===== src/rtl/pzcorebus_pkg.sv =====
// pzcorebus shared types: bus configuration, command encoding, request
// arbiter state and a command classification helper.
package pzcorebus_pkg;

  typedef struct packed {
    int id_width;
    int address_width;
    int data_width;
  } pzcorebus_config;

  localparam pzcorebus_config PZCOREBUS_DEFAULT_CONFIG = '{
    id_width:      8,
    address_width: 32,
    data_width:    32
  };

  localparam int PZCOREBUS_COMMAND_WIDTH = 3;

  typedef enum logic [2:0] {
    PZCOREBUS_READ             = 3'b000,
    PZCOREBUS_WRITE            = 3'b001,
    PZCOREBUS_WRITE_NON_POSTED = 3'b011,
    PZCOREBUS_MESSAGE          = 3'b100
  } pzcorebus_command_type;

  typedef enum logic [1:0] {
    ARB  = 2'd0,
    CMD  = 2'd1,
    DATA = 2'd2
  } pzcorebus_arbiter_state;

  // Commands that carry a write-data burst.
  function automatic logic is_write_command(input logic [PZCOREBUS_COMMAND_WIDTH-1:0] mcmd);
    return (mcmd == PZCOREBUS_WRITE) || (mcmd == PZCOREBUS_WRITE_NON_POSTED);
  endfunction

endpackage


===== src/rtl/pzcorebus_request_m_to_1_arbiter_round_robin_grant.sv =====
// pzcorebus_round_robin_grant: round-robin pointer plus wrap-around priority
// search. The pointer moves to (winner+1) mod N only on a release pulse.
module pzcorebus_round_robin_grant #(
  parameter int N = 2,
  parameter int W = $clog2(N)
)(
  input  logic         i_clk,
  input  logic         i_rst_n,
  input  logic [N-1:0] i_request,
  input  logic         i_release,
  output logic [N-1:0] o_grant,
  output logic [W-1:0] o_index
);

  logic [W-1:0] pointer_r;
  logic [W-1:0] cand_s;
  logic         found_s;

  // First requester at or above the pointer, wrapping past N-1 back to 0.
  always_comb begin
    o_grant = '0;
    o_index = '0;
    found_s = 1'b0;
    cand_s  = '0;
    for (int k = 0; k < N; k++) begin
      cand_s = W'((int'(pointer_r) + k) % N);
      if (!found_s && i_request[cand_s]) begin
        found_s          = 1'b1;
        o_index          = cand_s;
        o_grant[cand_s]  = 1'b1;
      end else begin
        found_s = found_s;
      end
    end
  end

  // Advance the pointer past the released winner, wrapping at N-1.
  always_ff @(posedge i_clk or negedge i_rst_n) begin
    if (!i_rst_n) begin
      pointer_r <= '0;
    end else if (i_release) begin
      if (o_index == W'(N - 1)) begin
        pointer_r <= '0;
      end else begin
        pointer_r <= o_index + W'(1);
      end
    end else begin
      pointer_r <= pointer_r;
    end
  end

endmodule


===== src/rtl/pzcorebus_request_m_to_1_arbiter.sv =====
// pzcorebus_request_m_to_1_arbiter: merges SLAVES request ports onto one
// master request port with round-robin arbitration. The winning port index
// is stamped into mid so the response switch can route the reply back, and
// the grant is held across the whole write-data burst.
// The slave/master request views are carried as flattened per-port arrays.
// Optional: define PZCOREBUS_REQUEST_ARBITER_STATS_EN to add per-port
// saturating accepted-command counters (o_grant_count, cleared by
// i_stats_clear).
module pzcorebus_request_m_to_1_arbiter
  import pzcorebus_pkg::*;
#(
  parameter pzcorebus_config BUS_CONFIG      = PZCOREBUS_DEFAULT_CONFIG,
  parameter int              SLAVES          = 2,
  parameter int              SELECT_WIDTH    = $clog2(SLAVES),
  parameter int              SELECT_LSB      = BUS_CONFIG.id_width - SELECT_WIDTH,
  parameter bit              EXTERNAL_ENCODE = 1'b0
)(
  input  logic                                                  i_clk,
  input  logic                                                  i_rst_n,
`ifdef PZCOREBUS_REQUEST_ARBITER_STATS_EN
  input  logic                                                  i_stats_clear,
  output logic [SLAVES-1:0][15:0]                               o_grant_count,
`endif
  output logic [SELECT_WIDTH-1:0]                               o_grant_index,
  output logic                                                  o_busy,
  // upstream (request_slave) ports
  input  logic [SLAVES-1:0]                                     slave_mcmd_valid,
  input  logic [SLAVES-1:0][PZCOREBUS_COMMAND_WIDTH-1:0]        slave_mcmd,
  input  logic [SLAVES-1:0][BUS_CONFIG.id_width-1:0]            slave_mid,
  input  logic [SLAVES-1:0][BUS_CONFIG.address_width-1:0]       slave_maddr,
  output logic [SLAVES-1:0]                                     slave_scmd_accept,
  input  logic [SLAVES-1:0]                                     slave_mdata_valid,
  input  logic [SLAVES-1:0][BUS_CONFIG.data_width-1:0]          slave_mdata,
  input  logic [SLAVES-1:0]                                     slave_mdata_last,
  output logic [SLAVES-1:0]                                     slave_sdata_accept,
  // downstream (request_master) port
  output logic                                                  master_mcmd_valid,
  output logic [PZCOREBUS_COMMAND_WIDTH-1:0]                    master_mcmd,
  output logic [BUS_CONFIG.id_width-1:0]                        master_mid,
  output logic [BUS_CONFIG.address_width-1:0]                   master_maddr,
  input  logic                                                  master_scmd_accept,
  output logic                                                  master_mdata_valid,
  output logic [BUS_CONFIG.data_width-1:0]                      master_mdata,
  output logic                                                  master_mdata_last,
  input  logic                                                  master_sdata_accept
);

  pzcorebus_arbiter_state            state_r;
  logic [SELECT_WIDTH-1:0]           grant_index_r;
  logic                              data_done_r;
  logic                              busy_s;
  logic [SLAVES-1:0]                 request_s;
  logic [SLAVES-1:0]                 grant_s;
  logic [SELECT_WIDTH-1:0]           sel_s;
  logic                              release_s;
  logic                              cmd_valid_s;
  logic                              write_s;
  logic                              data_enable_s;
  logic                              cmd_hs_s;
  logic                              last_hs_s;
  logic [BUS_CONFIG.id_width-1:0]    mid_s;

  assign busy_s        = (state_r != ARB);
  assign o_busy        = busy_s;
  assign o_grant_index = grant_index_r;

  // While locked, only the granted port is offered to the search so the
  // search result stays equal to the locked index.
  always_comb begin
    if (busy_s) begin
      request_s                = '0;
      request_s[grant_index_r] = 1'b1;
    end else begin
      request_s = slave_mcmd_valid;
    end
  end

  pzcorebus_round_robin_grant #(
    .N (SLAVES),
    .W (SELECT_WIDTH)
  ) u_grant (
    .i_clk     (i_clk),
    .i_rst_n   (i_rst_n),
    .i_request (request_s),
    .i_release (release_s),
    .o_grant   (grant_s),
    .o_index   (sel_s)
  );

  // Qualify the selected command and decide whether its data lane is open.
  // Data is blocked in CMD once the last beat has already gone through.
  always_comb begin
    cmd_valid_s = (state_r != DATA) && slave_mcmd_valid[sel_s];
    write_s     = is_write_command(slave_mcmd[sel_s]);
    case (state_r)
      ARB:     data_enable_s = cmd_valid_s && write_s;
      CMD:     data_enable_s = write_s && !data_done_r;
      DATA:    data_enable_s = 1'b1;
      default: data_enable_s = 1'b0;
    endcase
    cmd_hs_s  = cmd_valid_s && master_scmd_accept;
    last_hs_s = data_enable_s && slave_mdata_valid[sel_s] && master_sdata_accept
                && slave_mdata_last[sel_s];
  end

  // Grant release: command done and no write data left outstanding.
  always_comb begin
    case (state_r)
      ARB:     release_s = cmd_hs_s && !(write_s && !last_hs_s);
      CMD:     release_s = cmd_hs_s && !(write_s && !(data_done_r || last_hs_s));
      DATA:    release_s = last_hs_s;
      default: release_s = 1'b0;
    endcase
  end

  // Route the selected port to the master side and stamp its index into mid.
  always_comb begin
    if (EXTERNAL_ENCODE) begin
      mid_s = slave_mid[sel_s];
    end else begin
      mid_s                                 = slave_mid[sel_s];
      mid_s[SELECT_LSB +: SELECT_WIDTH]     = sel_s;
    end
    master_mcmd_valid  = cmd_valid_s;
    master_mcmd        = slave_mcmd[sel_s];
    master_mid         = mid_s;
    master_maddr       = slave_maddr[sel_s];
    master_mdata_valid = data_enable_s && slave_mdata_valid[sel_s];
    master_mdata       = slave_mdata[sel_s];
    master_mdata_last  = slave_mdata_last[sel_s];
    slave_scmd_accept  = grant_s & {SLAVES{cmd_valid_s && master_scmd_accept}};
    slave_sdata_accept = grant_s & {SLAVES{data_enable_s && master_sdata_accept}};
  end

  // Arbitration FSM: lock the grant until command and burst are both done.
  always_ff @(posedge i_clk or negedge i_rst_n) begin
    if (!i_rst_n) begin
      state_r       <= ARB;
      grant_index_r <= '0;
      data_done_r   <= 1'b0;
    end else begin
      case (state_r)
        ARB: begin
          if (cmd_valid_s) begin
            grant_index_r <= sel_s;
            if (cmd_hs_s) begin
              state_r     <= (write_s && !last_hs_s) ? DATA : ARB;
              data_done_r <= 1'b0;
            end else begin
              state_r     <= CMD;
              data_done_r <= last_hs_s;
            end
          end else begin
            state_r <= ARB;
          end
        end
        CMD: begin
          if (cmd_hs_s) begin
            state_r     <= (write_s && !(data_done_r || last_hs_s)) ? DATA : ARB;
            data_done_r <= 1'b0;
          end else begin
            data_done_r <= data_done_r || last_hs_s;
          end
        end
        DATA: begin
          if (last_hs_s) begin
            state_r <= ARB;
          end else begin
            state_r <= DATA;
          end
        end
        default: begin
          state_r     <= ARB;
          data_done_r <= 1'b0;
        end
      endcase
    end
  end

`ifdef PZCOREBUS_REQUEST_ARBITER_STATS_EN
  // Per-port saturating count of accepted commands; clear beats increment.
  always_ff @(posedge i_clk or negedge i_rst_n) begin
    if (!i_rst_n) begin
      o_grant_count <= '0;
    end else begin
      for (int k = 0; k < SLAVES; k++) begin
        if (i_stats_clear) begin
          o_grant_count[k] <= 16'h0000;
        end else if (slave_scmd_accept[k] && (o_grant_count[k] != 16'hFFFF)) begin
          o_grant_count[k] <= o_grant_count[k] + 16'h0001;
        end else begin
          o_grant_count[k] <= o_grant_count[k];
        end
      end
    end
  end
`endif

endmodule


===== config.mk =====
export PLATFORM = sky130hd
export DESIGN_NAME = pzcorebus_request_m_to_1_arbiter
export DESIGN_NICKNAME = d
export VERILOG_FILES = /design/src/rtl/pzcorebus_pkg.sv /design/src/rtl/pzcorebus_request_m_to_1_arbiter_round_robin_grant.sv /design/src/rtl/pzcorebus_request_m_to_1_arbiter.sv
export SDC_FILE = /design/constraint.sdc
export NUM_CORES = 1
export LEC_CHECK = 0
export CAP_MARGIN = 40
export CORE_AREA = 2 2 95 97
export DETAILED_ROUTE_END_ITERATION = 8
export DIE_AREA = 0 0 97 99
export PLACE_DENSITY = 0.78
export SETUP_SLACK_MARGIN = 0.02
export SLEW_MARGIN = 10
export SYNTH_ARGS = -nofsm -noshare
export SYNTH_HDL_FRONTEND = slang
export SYNTH_SLANG_ARGS = --single-unit

===== constraint.sdc =====
create_clock -name i_clk -period 2.5 [get_ports i_clk]
set_clock_uncertainty 0.2 [all_clocks]
set_input_delay 0.5 -clock i_clk [delete_from_list [all_inputs] [get_ports i_clk]]
set_output_delay 0.5 -clock i_clk [all_outputs]
set_load 0.02 [all_outputs]

; ---- After elaboration in Yosys (flattened, before gate mapping)
; Cells that the tools add are included.
[classes]
n_addsub = 2
n_lt_le_gt_ge = 7
n_eq_ne = 7
n_mux = 44
bitwise = 4
n_reduce_logical = 28
[ops]
columns = operator, n
row1 = 32-bit two-way mux, 4
row2 = 1-bit two-way mux, 20
row3 = 2-bit two-way mux, 9
row4 = 1-bit logical AND, 16
row5 = 7-bit two-way mux, 2
row6 = 1-bit one-hot mux with 3 select lines, 3
row7 = "1-bit by 2-bit < comparator with 1-bit output, second input constant", 4
row8 = 1-bit zero test, 6
row9 = 3-bit two-way mux, 2
row10 = "2-bit != test, second input constant", 3
row11 = 2-bit one-hot mux with 3 select lines, 1
row12 = 2-bit AND, 2
row13 = 2-bit AND reduction, 2
row14 = 1-bit demux with 1-bit select, 3
row15 = "3-bit by 1-bit equality test with 1-bit output, second input constant", 1
row16 = "3-bit by 2-bit equality test with 1-bit output, second input constant", 1
row17 = "1-bit greater-or-equal comparator, second input constant", 3
row18 = "1-bit adder, second input constant", 2
row19 = "2-bit by 1-bit equality test with 1-bit output, second input constant", 1
row20 = "2-bit equality test, second input constant", 1
row21 = 2-bit zero test, 1
row22 = 1-bit logical OR, 2
row23 = 2-bit bitwise OR, 1
row24 = 2-bit nonzero test, 1
row25 = 1-bit NOT, 1
[word_totals]
ff_bits = 5
in_bits = 160
out_inout_bits = 84
elab_cells = 96

; ---- Logic depth before layout (Yosys ltp)
[logic_depth]
word_depth = 26
ltp_mapped = 8
mapped_depth_nobuf = 6

; ---- Modules after synthesis
; From an unflattened synthesis, not the netlist that was laid out.
[unflattened]
hier_cells = 142
area_unflattened_um2 = 1405.1
[by_module_without_submodules]
columns = mod, n_inst, cells_each, area_each_um2, seq_area_each_um2
row1 = pzcorebus_request_m_to_1_arbiter, 1, 135, 1321.3, 100.1
row2 = pzcorebus_round_robin_grant, 1, 7, 83.8, 25.0

; ---- Worst setup path after synthesis
; Ideal clock, no wire load.
[synth_timing]
path_kind = flip-flop to output port
startpoint = reg state_r[0]
endpoint = out master_mdata_valid
t_arrival_ns = 1.910
required_ns = 1.800
slack_ns = -0.110
path_stages_with_launch = 9
path_buffers = 4
path_cell_list = dfrtp_1 -> buf_6 -> o21a_1 -> a31oi_4 -> buf_2 -> buf_4 -> buf_4 -> mux2i_1 -> nor3_1
[synth_between]
elab_chain_cells = 15
word_cells_on_any_way = 29
cone_classes = eq/ne: 5 / mux: 15 / reduce/logical: 9
[synth_rtl]
columns = item, line_no
row1 = "start, declared", pzcorebus_request_m_to_1_arbiter.sv:48  ; pzcorebus_arbiter_state state_r;
row2 = "start signal, assigned", pzcorebus_request_m_to_1_arbiter.sv:147  ; state_r <= (write_s && !last_hs_s) ? DATA : ARB;
row3 = "start signal, assigned", pzcorebus_request_m_to_1_arbiter.sv:159  ; state_r <= (write_s && !(data_done_r || last_hs_s)) ? DATA : ARB;
row4 = 2-bit nonzero test, pzcorebus_request_m_to_1_arbiter.sv:63  ; assign busy_s = (state_r != ARB);
row5 = 2-bit two-way mux, pzcorebus_request_m_to_1_arbiter.sv:70  ; if (busy_s) begin
row6 = 1-bit two-way mux (implied by the code) (2 in a row), pzcorebus_request_m_to_1_arbiter_round_robin_grant.sv:27  ; if (!found_s && i_request[cand_s]) begin
row7 = 1-bit two-way mux, pzcorebus_request_m_to_1_arbiter_round_robin_grant.sv:27
row8 = 1-bit zero test, pzcorebus_request_m_to_1_arbiter_round_robin_grant.sv:27
row9 = 1-bit logical AND, pzcorebus_request_m_to_1_arbiter_round_robin_grant.sv:27
row10 = 1-bit two-way mux, pzcorebus_request_m_to_1_arbiter_round_robin_grant.sv:27
row11 = 3-bit two-way mux (implied by the code) (2 in a row), pzcorebus_request_m_to_1_arbiter.sv:94  ; write_s = is_write_command(slave_mcmd[sel_s]);
row12 = 3-bit by 1-bit equality test with 1-bit output or 3-bit by 2-bit equality test with 1-bit output (tied branches), pzcorebus_pkg.sv:34  ; return (mcmd == PZCOREBUS_WRITE) || (mcmd == PZCOREBUS_WRITE_NON_POSTED);
row13 = 1-bit logical OR, pzcorebus_pkg.sv:34
row14 = 1-bit logical AND (on tied branches), "pzcorebus_request_m_to_1_arbiter.sv:97, pzcorebus_request_m_to_1_arbiter.sv:96"
row15 = 1-bit one-hot mux with 3 select lines, pzcorebus_request_m_to_1_arbiter.sv:95  ; case (state_r)
row16 = 1-bit logical AND *, pzcorebus_request_m_to_1_arbiter.sv:128  ; master_mdata_valid = data_enable_s && slave_mdata_valid[sel_s];
row17 = "end, declared", pzcorebus_request_m_to_1_arbiter.sv:42  ; output logic master_mdata_valid,
; Mark *: on every way between the ends. The rest lies on a longest branch, timed or not. The select of a mux whose other input is x is not followed.

; ---- Worst setup path after layout
[layout_timing]
startpoint = in slave_mcmd_valid[0]
endpoint = out master_maddr[5]
[layout_between]
elab_chain_cells = 9
word_cells_on_any_way = 12
cone_classes = mux: 10 / reduce/logical: 2
[layout_rtl]
columns = item, line_no
row1 = "start, declared", pzcorebus_request_m_to_1_arbiter.sv:27  ; input logic [SLAVES-1:0] slave_mcmd_valid,
row2 = 2-bit two-way mux *, pzcorebus_request_m_to_1_arbiter.sv:70
row3 = 1-bit two-way mux (implied by the code) (2 in a row), pzcorebus_request_m_to_1_arbiter_round_robin_grant.sv:27
row4 = 1-bit two-way mux, pzcorebus_request_m_to_1_arbiter_round_robin_grant.sv:27
row5 = 1-bit zero test, pzcorebus_request_m_to_1_arbiter_round_robin_grant.sv:27
row6 = 1-bit logical AND, pzcorebus_request_m_to_1_arbiter_round_robin_grant.sv:27
row7 = 1-bit two-way mux *, pzcorebus_request_m_to_1_arbiter_round_robin_grant.sv:27
row8 = 32-bit two-way mux (implied by the code) * (2 in a row), pzcorebus_request_m_to_1_arbiter.sv:127  ; master_maddr = slave_maddr[sel_s];
row9 = "end, declared", pzcorebus_request_m_to_1_arbiter.sv:40  ; output logic [BUS_CONFIG.address_width-1:0] master_maddr,
; Marked as above.

==> results.cfg <==
[sta]
slew_viol_final = 0
fmax_mhz = 365
slew_headroom = 0.805
rsz0062_at_grt = yes
final-setup-viol-count = 74
worst_slew_pin_slew_ns = 0.291
postLayoutSetupSlackWorst_ns = -0.240
period_share = 1.10
finalHoldViolations = 0
period_minus_slack_ns = 2.74
finalSetupTns_ns = -10.81

[worst_hold_path]
hold_class = input pin to asynchronous set/reset pin

[clock_network]
cts_tree = yes
clk_path_buf_depth = 2
cts-root-buf = clkbuf_8
numClockSinks = 5
clkLatencyLatePin_ns = 0.22
cts_buffers = 3
path_clk_slew_ns = 0.04
cts-htree-levels = 1

[critical_path]
end_kind = output port
r2r_cells = 11
startpoint = slave_mcmd_valid[0]
cpPeakStageDelay_ns = 0.29
path_max_fanout = 6
critical_path.slowest_cell = mux2_4
crit_chain = clkdlybuf4s15_2 > nand2b_4 > a31oi_4 > buf_6 > buf_8 > buf_12 > buf_16 > buf_6 > mux2_4 > buf_6
rr_startpoint = state_r[1]$_DFFE_PN0P_
cp-start-kind = input pin
required_ns = 1.80
arrival_ns = 2.04
cpMostUsedCell = buf_6
crit_type = input pin to output port

[status]
status = finished with violations
violations = setup timing

[synth]
synth_cell_types = 34
synthXorXnorAreaFrac = 0
synth-simple-area-share = 0.114
synth_compound_area_frac = 0.108
synth.avg_cell_area_um2 = 9.35
muxShareOfSynthArea = 0.628
syn_nets = 309
synth_top_family_by_area = multiplexers
yosys_warnings = 0
syn_inst = 149
synth_seq_area_share = 0.0898
synthAdderAreaFrac = 0
yosys_register_bits = 5
synth.cell_area_mm2 = 0.00139

[floorplanning]
fp.dieArea_mm2 = 0.00960
initial_utilization = 0.163
die_w_um = 97
core-area_mm2 = 0.00855
rows = 34
fp.dieH_um = 99
ios = 244

[routing]
vias = 2459
avgViaCountPerCell = 4.46
drtIter0Drc = 62
routed_wl_um = 10700
detail-route-antenna-nets = 0
firstDrtPassIters = 4
routedWlPerCell_um = 19.5
drcViolationCount = 0

[global_route]
grt_max_degree = 25
grt_pass1_wl_um = 15700
grt_overflow = 0
grt_pass1_vias = 2786
antenna_found_initial = 0
groute.usage.overall = 0.208

[place]
placed_cell_area_mm2 = 0.00408
post-dp-hpwl_um = 7640
gp_congestion = 0.857
place_ws_ns = -0.841
numPortBuffers = 241

[flow_run]
drv_cap = 0

[layout]
antenna_cells = 0
multiInputGateArea_mm2 = 0.00148
layout_commonest_cell = clkdlybuf4s50_1
n_fill_cell = 711
synthToLayoutAreaGrowth_pct = 260
fin_area_mm2 = 0.00502
seq_area_um2 = 125
drive_gt1_frac = 0.517
nets = 604
mostFrequentLayoutCells = 157 x clkdlybuf4s50_1, 77 x buf_6, 57 x mux2_4, 27 x buf_4, 19 x mux2_2

[power_and_ir_drop]
power_density_mw_per_mm2 = 1210
power.total_mw = 6.06
p_leak_nw = 2.30
irDropWorstVdd_uv = 682
## per-stage QoR
step                      hold slack, ns   util  instances
after floorplan                  0.00441      -        149
after global placement             0.394  0.477        510
after detailed placement           0.385  0.477        510
after CTS                          0.310  0.565        545
after global routing               0.328  0.587        551
final                              0.304  0.587        551
## where the power goes
part	internal, mW	switching, mW
Clock	0.110	0.0414
Sequential	0.117	0.0220
Combinational	3.41	2.36
Total	3.64	2.42
## sequential cells by signal (all words and copies together) (netlist names)
register	flops
u_grant.pointer_r	1
state_r	2
o_grant_index	1
data_done_r	1
## area by class of cell
type	count	share of cell area
timing repair buffer	301	0.640
multi-input combinational	129	0.296
tap	108	0.0269
sequential	5	0.0249
clock buffer	4	0.00898
inverter	4	0.00299
## kinds of logic after synthesis
family / after synthesis
compound gates: 19
buf+inv: 15
mux: 78
flops: 5
simple gates: 32
## per-layer routing
layer  GRT usage  wire [um]
met2       0.409       5880
met4      0.0260         84
met5           0          0
met1       0.232       4080
met3      0.0475        683
## critical path: cells and delay by family
| family | cells | cell delay (ns) |
|---|---|---|
| multiplexers | 1 | 0.29 |
| buffers and inverters | 7 | 0.94 |
| AND/OR/NAND/NOR | 1 | 0.07 |
| AO/OA/AOI/OAI | 1 | 0.24 |
## synthesized netlist by cell type, drive strengths merged
cell type / n / area share
dfrtp: 5 / 0.090
o21a: 1 / 0.0054
o221ai: 1 / 0.0063
inv: 4 / 0.011
o2bb2ai: 1 / 0.0063
a31oi: 3 / 0.024
and3: 3 / 0.013
a311o: 1 / 0.0072
o22ai: 1 / 0.0045
or3: 1 / 0.0045
mux2i: 2 / 0.014
a21oi: 1 / 0.0036
and2: 1 / 0.0045
nor2b: 2 / 0.0090
a221oi: 1 / 0.0063
o21ai: 4 / 0.014
nand2: 6 / 0.016
nor3: 5 / 0.018
a32o: 1 / 0.0072
nor2: 11 / 0.035
o31a: 1 / 0.0063
buf: 11 / 0.049
mux2: 76 / 0.61
a21boi: 2 / 0.011
a21o: 1 / 0.0054
nand2b: 3 / 0.013
## worst paths after layout
| path | endpoint | slack, ns |
|---|---|---|
| setup / recovery | master_maddr[5] | -0.24 |
| hold / removal | o_grant_index$_DFFE_PN0P_ | 0.30 |
| setup reg to reg | u_grant.pointer_r$_DFFE_PN0P_ | 0.02 |
| hold reg to reg | u_grant.pointer_r$_DFFE_PN0P_ | 0.41 |
| max in group asynchronous | data_done_r$_DFFE_PN0P_ | 1.60 |
| min in group i_clk | u_grant.pointer_r$_DFFE_PN0P_ | 0.41 |
## repair_timing
item	4_1_cts	5_1_grt
setup endpoints to repair	84	81
buffers inserted	24	9
hold buffers	0	0
resized for setup	465	48
pin swaps	6	7
cloned	7	1
(Power assumes the default switching activity.)
==> edit 1 (same settings) <==
Set the package constant `PZCOREBUS_COMMAND_WIDTH` to 6 (it was 3).
--- a/src/rtl/pzcorebus_pkg.sv
+++ b/src/rtl/pzcorebus_pkg.sv
@@ -15,5 +15,5 @@
   };
 
-  localparam int PZCOREBUS_COMMAND_WIDTH = 3;
+  localparam int PZCOREBUS_COMMAND_WIDTH = 6;
 
   typedef enum logic [2:0] {
Ports: changed (resized master_mcmd and slave_mcmd); port bits go from 244 to 253. No check against the original RTL was run, so the function may have changed too.
==> edit 1 against the unedited design <==
  * The run still ends with negative setup slack left
  * Setup slack improved by 0.048 ns
  * Wire length is 3.8% lower
  * Cell area decreased by 0.15%
  * Synthesized area grew 4.5%
  * Clock power is 3% higher
  * First-iteration DRC count shrank 6.5%
  * Sequential cell count did not move
  * Core utilization fell by 0.088 points
  * Total power fell by 28%
  * Hold slack gained 0.0032 ns
  * Critical endpoint is now master_maddr[12]
  * Highest routed layer unchanged
==> edit 1: results (changes against the unedited design) <==
Layout:
- The fraction of layout instances using a drive strength above 1 is 52.15% (+0.46 points).
- The area of the multi-input gates came to 0.001501 mm² (+1.2%).
- The total number of multi-input combinational cells is 127 (-1.6%).
- The number of fill cells in the layout is 693 (-2.5%).
- The final non-filler cell total was 549 (-0.36%).
- The fraction of cell area in non-clock buffers was 63.65% (-0.40 points).
- The area fraction of clock buffers and clock inverters is 0.8989% (+0.0013 points).
- The inverter count is 4 (unchanged).

Critical path:
- The worst endpoint data arrival time came to 1.99 ns (-0.05 ns).
- The worst stage delay on the critical path is 0.31 ns (+0.02 ns).
- The worst setup slack for register-to-register paths is 0.13 ns (+0.11 ns).

Drt:
- The detailed router's first-iteration violation count was 58 (-6.5%).
- The number of vias per cell is 4.450 (-0.29%).
- The wire length reported by the detailed router is 10,310 µm (-3.8%).

CTS:
- The number of instances resized during post-cts repair is 566 (+22%).

Timing:
- The worst path setup slack after routing is -0.1922 ns (+0.04785 ns).
- The final worst hold slack is 0.3073 ns (+0.003242 ns).
- The final count of negative-setup-slack endpoints was 81 (+9.5%).
- The actual slew at the worst max-slew pin was 0.2933 ns (+0.001941 ns).

Placement:
- The routability congestion estimate from global placement is 0.7947 (-7.2%).
- The estimated wirelength of the detail-placed design is 7178 µm (-6.0%).
- The count of port buffers added during placement came to 250 (+3.7%).

Synth:
- The average instance area after synthesis came to 9.774 µm² (+4.5%).
- The net count of the mapped netlist is 315 (+1.9%).
- By count the netlist is led by sky130_fd_sc_hd__mux2_2 (78), sky130_fd_sc_hd__buf_4 (10), sky130_fd_sc_hd__nor2_1 (7), sky130_fd_sc_hd__dfrtp_1 (5).
- The number of different library cells in the post-synthesis netlist is 32 (-5.9%).
- The share of cell area taken by muxes after synthesis is 63.83% (+0.99 points).
- The compound-cell area share of the yosys netlist came to 11.34% (+0.57 points).
- After synthesis, the cell types taking the most area are sky130_fd_sc_hd__mux2_2 (60%), sky130_fd_sc_hd__dfrtp_1 (8.6%), sky130_fd_sc_hd__buf_4 (5.2%).

Pwr:
- The peak supply drop is 0.4819 mV (-29%).
- The static leakage is 2.285 nW (-0.53%).

Global routing:
- The maximum number of pins on one net before global-route repair is 19 (-24%).
- The via count of the first global-routing pass was 2,760 (-0.93%).
- The wire length of the first global-routing pass is 15,210 µm (-3.1%).

Status:
- The flow ran to the end, but the final reports show violations.
- The final reports fail on negative setup slack.
[edit 1: cell families (layout without fill, tap and decap cells)]
| kind of cell | count (synthesis) | count (layout) |
|---|---|---|
| mux | 83 | 83 |
| compound gates | 21 | 21 |
| buf+inv | 17 | 309 |
| simple gates | 23 | 23 |
| flops | 5 | 5 |
[edit 1: per-stage QoR]
stage | setup TNS, ns | instance area (µm²) | worst slack [ns] | power, W | utilization [%]
2_1_floorplan | 0 | 1466 | 0.1221 | 0.001659 | -
4_1_cts | -9.519 | 5000 | -0.1986 | 0.004404 | 58.47
3_5_place_dp | -67.38 | 4214 | -0.8770 | 0.002907 | 49.28
6_report | -11.63 | 5011 | -0.1922 | 0.004373 | 58.60
5_1_grt | -16.45 | 5011 | -0.2582 | 0.004581 | 58.60
3_3_place_gp | -67.99 | 4214 | -0.8640 | 0.002892 | 49.28
[edit 1: layer usage]
metal	track usage, %	part of all wire, %	vias up
li1	-	-	1149
met1	21.79	36	1129
met2	39.64	55	157
met3	4.823	8.2	8
met4	4.009	1.0	0
met5	0	0	-
[edit 1: final timing paths]
kind	startpoint	depth (start not counted)	to
worst min register to register	u_grant.pointer_r$_DFFE_PN0P_	2	u_grant.pointer_r$_DFFE_PN0P_
worst min-delay path	i_rst_n	1	state_r[1]$_DFFE_PN0P_
max in group asynchronous	i_rst_n	1	u_grant.pointer_r$_DFFE_PN0P_
min in group i_clk	u_grant.pointer_r$_DFFE_PN0P_	2	u_grant.pointer_r$_DFFE_PN0P_
worst max-delay path	slave_mcmd_valid[0]	9	master_maddr[12]
worst max register to register	state_r[0]$_DFFE_PN0P_	10	u_grant.pointer_r$_DFFE_PN0P_
[edit 1: report_power, final]
part	total (W)	internal, W	switching [W]
combinational	0.00410	0.00244	0.00166
sequential	0.000117	0.000102	0.0000147
clock	0.000156	0.000110	0.0000458
==> edit 2 (same flow settings) <==
Made on the original files. The 3 states of `pzcorebus_arbiter_state` get a one-hot encoding in 3 bits.
--- a/src/rtl/pzcorebus_pkg.sv
+++ b/src/rtl/pzcorebus_pkg.sv
@@ -24,8 +24,8 @@
   } pzcorebus_command_type;
 
-  typedef enum logic [1:0] {
-    ARB  = 2'd0,
-    CMD  = 2'd1,
-    DATA = 2'd2
+  typedef enum logic [2:0] {
+    ARB  = 3'b001,
+    CMD  = 3'b010,
+    DATA = 3'b100
   } pzcorebus_arbiter_state;
 
Formal check against the unedited RTL: same outputs for any inputs over 4 cycles, from zero or initial values and one cycle with i_rst_n low; so few cycles prove little.
==> edit 2 against the unedited design <==
  * The flow still finishes with violations (negative setup slack)
  * Wire length fell by 12%
  * Final cell count up 29%
  * Total power up 7.6%
  * Hold slack better by 0.014 ns
  * Synthesized area grew 10%
  * Global-route usage is 3.1 points lower
  * Die area unchanged
  * Synthesized cell count increased by 110%
  * Sequential cell count increased by 1
  * Sequential share of layout area increased by 0.59 points
  * Setup slack got worse by 0.12 ns
  * Cell area shrank 2.2%
  * Largest cell class unchanged
  * Highest routed layer unchanged
==> edit 2: results (changes against the unedited design) <==
Pwr:
- The static leakage is 2.417 nW (+5.2%).
- The net switching fraction of the power is 49.29% (+9.3 points).
- The peak supply drop is 0.6601 mV (-3.2%).

Synth:
- The number of different library cells in the post-synthesis netlist is 40 (+18%).
- The net count of the mapped netlist is 480 (+55%).
- The register area share after synthesis is 9.869% (+0.89 points).
- The predominant post-synthesis flop cell is sky130_fd_sc_hd__dfrtp_1.
- Sorting the synthesized cells by area gives the leading types as sky130_fd_sc_hd__nand2_1 (58%), sky130_fd_sc_hd__dfrtp_1 (8.2%), sky130_fd_sc_hd__nor2_1 (2.4%).
- By count the netlist is led by sky130_fd_sc_hd__nand2_1 (235), sky130_fd_sc_hd__nor2_1 (10), sky130_fd_sc_hd__clkbuf_1 (9), sky130_fd_sc_hd__buf_1 (6).

Layout:
- The post-layout net count is 762 (+26%).
- The register with the most flip-flops is state_r.
- The number of flip-flops in the largest register came to 3 (+1).
- The number of fill cells in the layout is 795 (+12%).
- The fraction of layout instances using a drive strength above 1 came to 36.11% (-16 points).

Placement:
- The routability congestion estimate from global placement is 0.8746 (+2.1%).
- The pre-CTS worst setup slack is -1.016 ns (-0.1755 ns).
- The post-detailed-placement cell area is 0.004408 mm² (+8.0%).
- The estimated wirelength of the detail-placed design was 7529 µm (-1.4%).
- The count of port buffers added during placement is 241 (unchanged).

Status:
- The flow ran to the end, but the final reports show violations.
- The checks that failed: negative setup slack.

Timing:
- The worst max-slew margin expressed relative to the limit came to 76.19% (-4.3 points).
- The worst path setup slack after routing is -0.3623 ns (-0.1222 ns).
- The final worst hold slack was 0.3175 ns (+0.01352 ns).
- The final count of negative-setup-slack endpoints came to 81 (+9.5%).

CTS:
- The clock latency of the later-clocked register in the worst-skew pair was 0.22 ns (about the same).
- Clock tree synthesis selected as its root buffer the cell sky130_fd_sc_hd__clkbuf_8.

Critical path:
- The startpoint identified for the worst register-to-register timing path is state_r[0]$_DFFE_PN1P_.
- The largest fanout on the critical path is 4 (-2).
- The setup check on the worst reg-to-reg path leaves a slack of 0.01 ns.
- The worst reg-to-reg path cell count is 8 (-3).

Drt:
- The post-detailed-route wirelength per cell is 13.36 µm (-31%).
- The detailed router's first-iteration violation count is 49 (-21%).
- The number of vias after detailed routing is 3,093 (+26%).

Global routing:
- The global router's overall resource usage came to 17.64% (-3.1 points).
- The maximum number of pins on one net before global-route repair is 31 (+24%).
- The wire length of the first global-routing pass was 14,380 µm (-8.4%).
-- edit 2: power by group through the flow --
stage,Sequential [W],Clock [W],Combinational (W)
final,0.000160,0.000149,0.00621
after global routing,0.000162,0.000161,0.00665
after CTS,0.000159,0.000154,0.00530
after detailed placement,0.000161,0,0.00517
after global placement,0.000159,0,0.00511
after floorplan,0.000188,0,0.00271
-- edit 2: cell type report --
cell class	instances	area (µm²)	share of cell area [%]
Sequential cell	6	151.4	3.084
Inverter	4	17.52	0.3568
Multi-Input combinational cell	293	1543	31.42
Tap cell	108	135.1	2.752
Timing Repair Buffer	294	3018	61.47
Clock buffer	4	45.04	0.9174
-- edit 2: repair_timing --
item                                    CTS  global route
setup buffers                             2            10
gates cloned                              0             2
endpoints found under the setup margin   83            85
resized for setup                       368           180
pin swaps                                 3            13
-- edit 2: stage by stage --
| step | utilization (%) | TNS, ns | std cells |
|---|---|---|---|
| after floorplan | - | -0.2836 | 320 |
| after global placement | 51.55 | -71.90 | 692 |
| after detailed placement | 51.55 | -75.48 | 692 |
| after CTS | 53.69 | -23.13 | 698 |
| after global routing | 57.42 | -23.16 | 709 |
| final | 57.42 | -16.15 | 709 |
-- edit 2: critical path: stages, from the launching register on --
cell,delay (ns)
sky130_fd_sc_hd__dfstp_2,0.52
sky130_fd_sc_hd__nor3b_4,0.27
sky130_fd_sc_hd__inv_2,0.07
sky130_fd_sc_hd__and2_4,0.19
sky130_fd_sc_hd__nor2_8,0.12
sky130_fd_sc_hd__inv_4,0.07
sky130_fd_sc_hd__mux2i_4,0.19
sky130_fd_sc_hd__a21o_4,0.23
sky130_fd_sc_hd__and3_4,0.17
sky130_fd_sc_hd__buf_6,0.12
-- edit 2: worst max path at each step --
stage	start	to	slack (ns)	cells after the start
after floorplan	state_r[0]$_DFFE_PN1P_	master_mdata_valid	-0.11	8
after global placement	slave_mcmd_valid[0]	master_maddr[29]	-0.95	9
after detailed placement	slave_mcmd_valid[0]	master_mdata[1]	-1.02	9
after CTS	state_r[0]$_DFFE_PN1P_	slave_sdata_accept[1]	-0.39	9
after global routing	state_r[0]$_DFFE_PN1P_	master_mdata_valid	-0.44	8
final	state_r[0]$_DFFE_PN1P_	slave_sdata_accept[0]	-0.36	9
-- edit 2: logic make-up after synthesis --
logic type      share of synthesized area (%)
simple gates                            71.62
compound gates                          10.77
buf+inv                                 5.465
flops                                   9.870
mux                                     2.284
-- edit 2: metal layers --
layer  track usage [%]  vias to the layer above  routed length [µm]
li1                  -                     1558                   -
met4             2.059                        0                  78
met1             19.96                     1367                3458
met5                 0                        -                   0
met2             34.83                      160                5124
met3             3.617                        8                 807
